$ cat src/rtl/stdout_char_fifo_pkg.sv
// Shared types for the cluster stdout character FIFO.
package stdout_char_fifo_pkg;

    localparam int unsigned NUM_CORES = 8;
    localparam int unsigned CORE_IDX_W = $clog2(NUM_CORES);
    localparam logic [31:0] STDOUT_BASE = 32'h1A10_4000;
    localparam logic [11:0] STATUS_OFFS = 12'h800;

    typedef struct packed {
        logic                  eol;
        logic [5:0]            cluster_id;
        logic [CORE_IDX_W-1:0] core_id;
        logic [7:0]            ch;
    } stdout_entry_t;

    typedef enum logic [1:0] {
        REQ_CHAR,
        REQ_STAT,
        REQ_ERR
    } req_class_e;

    function automatic stdout_entry_t make_entry(
        input logic [5:0]            cid,
        input logic [CORE_IDX_W-1:0] core,
        input logic [7:0]            c
    );
        stdout_entry_t e;
        e.eol        = (c == 8'h0A);
        e.cluster_id = cid;
        e.core_id    = core;
        e.ch         = c;
        return e;
    endfunction

endpackage

$ cat src/rtl/stdout_char_fifo_buf.sv
// Registered-write character FIFO; head is read straight from storage.
module stdout_char_fifo_buf
    import stdout_char_fifo_pkg::*;
#(
    parameter int unsigned Depth = 32
) (
    input  logic                   clk_i,
    input  logic                   rst_ni,
    input  logic                   push_i,
    input  stdout_entry_t          data_i,
    input  logic                   pop_i,
    output stdout_entry_t          data_o,
    output logic                   empty_o,
    output logic                   full_o,
    output logic [$clog2(Depth):0] usage_o
);

    localparam int unsigned AddrW = $clog2(Depth);
    localparam int unsigned CntW  = AddrW + 1;

    stdout_entry_t    mem [Depth];
    logic [AddrW-1:0] wr_ptr;
    logic [AddrW-1:0] rd_ptr;
    logic [CntW-1:0]  count;
    logic             do_push;
    logic             do_pop;

    assign empty_o = (count == '0);
    assign full_o  = (count == CntW'(Depth));
    assign usage_o = count;
    assign do_push = push_i & ~full_o;
    assign do_pop  = pop_i & ~empty_o;
    assign data_o  = mem[rd_ptr];

    always_ff @(posedge clk_i or negedge rst_ni) begin
        if (!rst_ni) begin
            wr_ptr <= '0;
            rd_ptr <= '0;
            count  <= '0;
        end else begin
            if (do_push) wr_ptr <= wr_ptr + AddrW'(1);
            if (do_pop)  rd_ptr <= rd_ptr + AddrW'(1);
            count <= count + CntW'(do_push) - CntW'(do_pop);
        end
    end

    // Storage needs no reset: nothing reads it while the FIFO is empty.
    always_ff @(posedge clk_i) begin
        if (do_push) mem[wr_ptr] <= data_i;
    end

endmodule

$ cat src/rtl/stdout_char_fifo.sv
// Cluster stdout device: decodes core byte writes, tags them and
// streams them out of a FIFO towards the host log writer.
module stdout_char_fifo
    import stdout_char_fifo_pkg::*;
#(
    parameter int unsigned NumCores   = NUM_CORES,
    parameter int unsigned FifoDepth  = 32,
    parameter logic [11:0] StatusOffs = STATUS_OFFS
) (
    input  logic                              clk_i,
    input  logic                              rst_ni,
    input  logic [5:0]                        cluster_id_i,
    input  logic                              req_i,
    input  logic [31:0]                       add_i,
    input  logic                              wen_i,
    input  logic [31:0]                       wdata_i,
    input  logic [3:0]                        be_i,
    input  logic [5:0]                        atop_i,
    output logic                              gnt_o,
    output logic                              r_valid_o,
    output logic [31:0]                       r_rdata_o,
    output logic                              r_opc_o,
    output logic                              out_valid_o,
    input  logic                              out_ready_i,
    output logic [$bits(stdout_entry_t)-1:0]  out_data_o
);

    localparam int unsigned CoreIdxW = CORE_IDX_W;

    logic [11:0]          offs;
    logic [CoreIdxW-1:0]  core_idx;
    logic                 core_ok;
    logic                 is_char;
    logic                 is_stat;
    req_class_e           cls;
    logic                 push;
    logic                 pop;
    logic                 fifo_full;
    logic                 fifo_empty;
    logic [$clog2(FifoDepth):0] fill;
    stdout_entry_t        in_entry;
    stdout_entry_t        head;
    logic [31:0]          status;
    logic                 unused;

    assign offs     = add_i[11:0];
    assign core_idx = add_i[3 +: CoreIdxW];
    assign core_ok  = (32'(core_idx) < NumCores);

    assign is_char = ~wen_i & (atop_i == '0) & (offs < StatusOffs)
                   & be_i[0] & core_ok;
    assign is_stat = wen_i & (atop_i == '0) & (offs == StatusOffs);

    always_comb begin
        cls = REQ_ERR;
        unique case (1'b1)
            is_char: cls = REQ_CHAR;
            is_stat: cls = REQ_STAT;
            default: cls = REQ_ERR;
        endcase
    end

    // Full is registered, so the grant never depends on out_ready_i.
    assign gnt_o = rst_ni & req_i & ((cls != REQ_CHAR) | ~fifo_full);
    assign push  = gnt_o & (cls == REQ_CHAR);
    assign pop   = out_ready_i & ~fifo_empty;

    assign in_entry = make_entry(cluster_id_i, core_idx, wdata_i[7:0]);
    assign status   = {16'h0, 8'(fill), 7'h0, fifo_full};

    stdout_char_fifo_buf #(
        .Depth (FifoDepth)
    ) u_buf (
        .clk_i   (clk_i),
        .rst_ni  (rst_ni),
        .push_i  (push),
        .data_i  (in_entry),
        .pop_i   (pop),
        .data_o  (head),
        .empty_o (fifo_empty),
        .full_o  (fifo_full),
        .usage_o (fill)
    );

    assign out_valid_o = ~fifo_empty;
    assign out_data_o  = head;

    always_ff @(posedge clk_i or negedge rst_ni) begin
        if (!rst_ni) begin
            r_valid_o <= 1'b0;
            r_rdata_o <= '0;
            r_opc_o   <= 1'b0;
        end else begin
            r_valid_o <= gnt_o;
            r_rdata_o <= (gnt_o && cls == REQ_STAT) ? status : '0;
            r_opc_o   <= gnt_o && (cls == REQ_ERR);
        end
    end

    assign unused = ^{add_i[31:12], add_i[2:0], wdata_i[31:8], be_i[3:1]};

endmodule

$ cat config.mk
export PLATFORM = sky130hd
export DESIGN_NAME = stdout_char_fifo
export DESIGN_NICKNAME = d
export VERILOG_FILES = /design/src/rtl/stdout_char_fifo_pkg.sv /design/src/rtl/stdout_char_fifo_buf.sv /design/src/rtl/stdout_char_fifo.sv
export SDC_FILE = /design/constraint.sdc
export NUM_CORES = 1
export LEC_CHECK = 0
export CORE_MARGIN = 2
export CORE_UTILIZATION = 64
export CTS_CLUSTER_SIZE = 12
export DETAILED_ROUTE_END_ITERATION = 8
export PLACE_DENSITY = 0.85
export SETUP_SLACK_MARGIN = 0.4
export SLEW_MARGIN = 20
export SYNTH_ARGS = -nofsm -noshare
export SYNTH_HDL_FRONTEND = slang
export SYNTH_HIERARCHICAL = 1
export SYNTH_SLANG_ARGS = --single-unit
$ cat constraint.sdc
create_clock -name clk_i -period 6.43 [get_ports clk_i]
set_input_delay 0.643 -clock clk_i [delete_from_list [all_inputs] [get_ports clk_i]]
set_output_delay 0.643 -clock clk_i [all_outputs]
set_load 0.05 [all_outputs]
==> metrics <==
maximum clock rate 0.196 GHz; CP max FO 50; post-route DRC violation count 0; reg-to-reg startpoint u_buf/usage_o[2]; gate count after technology mapping 1142; leakage component of the power 8.53 nW; synthesis warning total 6; routed wire length 54700 um; initial core utilization 64.7%; min-delay worst type primary input to asynchronous set/reset pin; outcome complete, no violations; total of fill cells in the finished design 1934; net total in the final layout 1339; GP Congestion 0.811; Pre-antenna DRT Iters 6; type of element capturing the critical path output pin; R2R depth 8; area taken by flip-flops and latches 0.0179 sq mm; overall die area 0.0384 sq mm; cts hold-fix bufs 0; mean instance size in the synthesized netlist 20.6 sq um; synthesized flop and latch total 601; master cell of the clock root buffer clkbuf_16; First DRT Iteration DRCs 1748; global-route wire length before repair 80000 um; Least-Margin Pin Slew 1.18 ns; maximum buffer depth of the clock tree 3; Max Cap Violations 0; setup repair after global routing missed its margin false; share of cells above drive strength 1 19.3%; Area Growth Syn to Fin 12.0%; global-route usage over all layers 29.0%; die height 196 um; clock tree from TritonCTS done; clock network latency to the later pin of the worst-skew pair 0.61 ns; Syn Std Cell Area 0.0236 sq mm; Worst Slack Setup Final 1.33 ns; number of synthesized flops with an enable pin 576; data arrival time of the worst path 4.45 ns; number of input and output port buffers inserted 66; post-CTS sizing 0; number of global-route vias before repair 12.4k; row count 70; post-layout min period 5.10 ns; routed length per placed instance 31.2 um; required time of the worst setup path 5.79 ns; top-level I/O count 139; count of clock tree sinks 601; die width 196 um; proportion of netlist area held by the largest area contributor 73.4%; number of antenna violations at the first check in global routing 1; Yosys top cell by area edfxtp_1; Hold Vio Cnt, Final 0; top-count cell post-synth edfxtp_1; fraction of the yosys area taken by sequential cells 76.0%; Inserted Clock Buffers 57; # Post-CTS Setup Buffers 0; worst setup slack after placement 1.57 ns; Antenna Nets Post-Route 0; CP Class flip-flop to output pin; clock tree skew after final layout 0.0372 ns; routed via count 12.2k; pin count of the biggest net entering global routing 73; startpoint types flip-flop; most instantiated cells after synthesis edfxtp_1 (576), mux4_2 (105), mux2i_1 (72); reg2reg setup slack 2.52 ns; fin crit share 79.2%; core area 0.0364 sq mm; Setup TNS 0 ns; leading cell types by total area after synthesis edfxtp_1 (73%), mux4_2 (10%), mux2i_1 (3.1%); primary flip-flop cell chosen by synthesis mapping edfxtp_1; number of inserted diodes 0; pwr dens 414 mW/mm^2; post-DP HPWL 28700 um; Setup-failing EPs final 0; worst-case vdd ir drop 0.371 mV; total gr overflow 0; Clock transition at path regs 0.06 ns; Reg2Reg Capture Point u_buf/mem[19][16]; number of H-tree branching levels 2; max-slew violation total from the final report 0; Distinct cells, synth 53; total area of multi-input combinational cells 0.00526 sq mm; via/cell ratio 6.96; fraction of synthesis flops using an asynchronous set or reset pin 4.16%; worst slew margin relative to its limit 21.2%
-- how the worst max path moves through the flow --
stage,from,to,slack [ns]
after CTS,u_buf/rd_ptr[0],out_data_o[13],1.28
after global routing,u_buf/rd_ptr[0],out_data_o[2],1.10
after global placement,atop_i[3],u_buf/mem[3][5],1.75
final,u_buf/rd_ptr[1],out_data_o[2],1.33
after floorplan,atop_i[3],u_buf/usage_o[4],2.98
after detailed placement,atop_i[3],u_buf/mem[31][8],1.57
-- area by class of cell --
type | instances | share of cell area [%]
flip-flops and latches | 601 | 67.9
clock inverters | 6 | 0.204
well taps | 468 | 2.22
repair buffers | 100 | 3.42
inverters | 16 | 0.227
multi-input cells | 463 | 19.9
clock buffers | 101 | 6.14
-- report_power, final --
| group | total, W | switching [W] | leakage (nW) | internal (W) |
|---|---|---|---|---|
| sequential | 0.00451 | 0.000182 | 5.50 | 0.00433 |
| clock | 0.00305 | 0.00135 | 0.798 | 0.00170 |
| combinational | 0.00338 | 0.00204 | 2.23 | 0.00133 |
| total | 0.0109 | 0.00358 | 8.53 | 0.00736 |
-- cell usage in the layout, fill, tap and decap left out, drive strengths merged, types with 6 or more instances in the layout --
master	n
mux2i	72
xnor2	8
dfrtp	25
a21oi	20
nor3	6
ha	14
a22oi	20
nand2	7
a22o	17
o22ai	18
edfxtp	576
o221ai	18
mux4	108
nand3	10
nor2	39
clkbuf	101
inv	17
conb	25
buf	39
a211oi	35
clkdlybuf4s50	61
-- metrics by stage --
step                hold WS [ns]  util [%]  std cells  total power [W]  cell area (sq um)
floorplan                  0.347         -       1166          0.00696              23700
global placement           0.523      67.7       1648          0.00780              24700
detailed placement         0.550      67.8       1648          0.00787              24700
CTS                        0.436      72.4       1755           0.0109              26400
global route               0.470      72.5       1755           0.0113              26400
finish                     0.435      72.5       1755           0.0109              26400
-- kinds of logic after synthesis --
logic type / Yosys count / share of synthesized area, %
flops: 601 / 76.0
buf+inv: 102 / 2.80
xor+xnor: 11 / 0.409
other cells: 1 / 0.0159
simple gates: 94 / 2.11
compound gates: 137 / 4.34
fa+ha+maj: 15 / 0.828
mux: 181 / 13.5
-- sequential cells by signal, summed over array words and instances (netlist names) --
signal         count
r_opc_o            1
r_rdata_o          7
r_valid_o          1
u_buf/mem        576
u_buf/rd_ptr       5
u_buf/usage_o      6
u_buf/wr_ptr       5
-- worst max-delay path, stage by stage, from the launching register on --
cell,delay (ns)
dfrtp_4,0.96
buf_4,0.64
mux4_2,0.40
a22o_1,0.29
a211oi_1,0.67
a21oi_1,0.12
clkdlybuf4s50_1,0.74
-- per-layer routing --
layer,up-vias,part of all wire (%),track usage [%]
met5,-,0,0
met4,0,3.1,9.76
met3,119,11,7.24
met2,903,50,47.0
met1,6304,36,39.5
li1,4896,-,-
No activity file was read; power rests on OpenSTA's default activity.
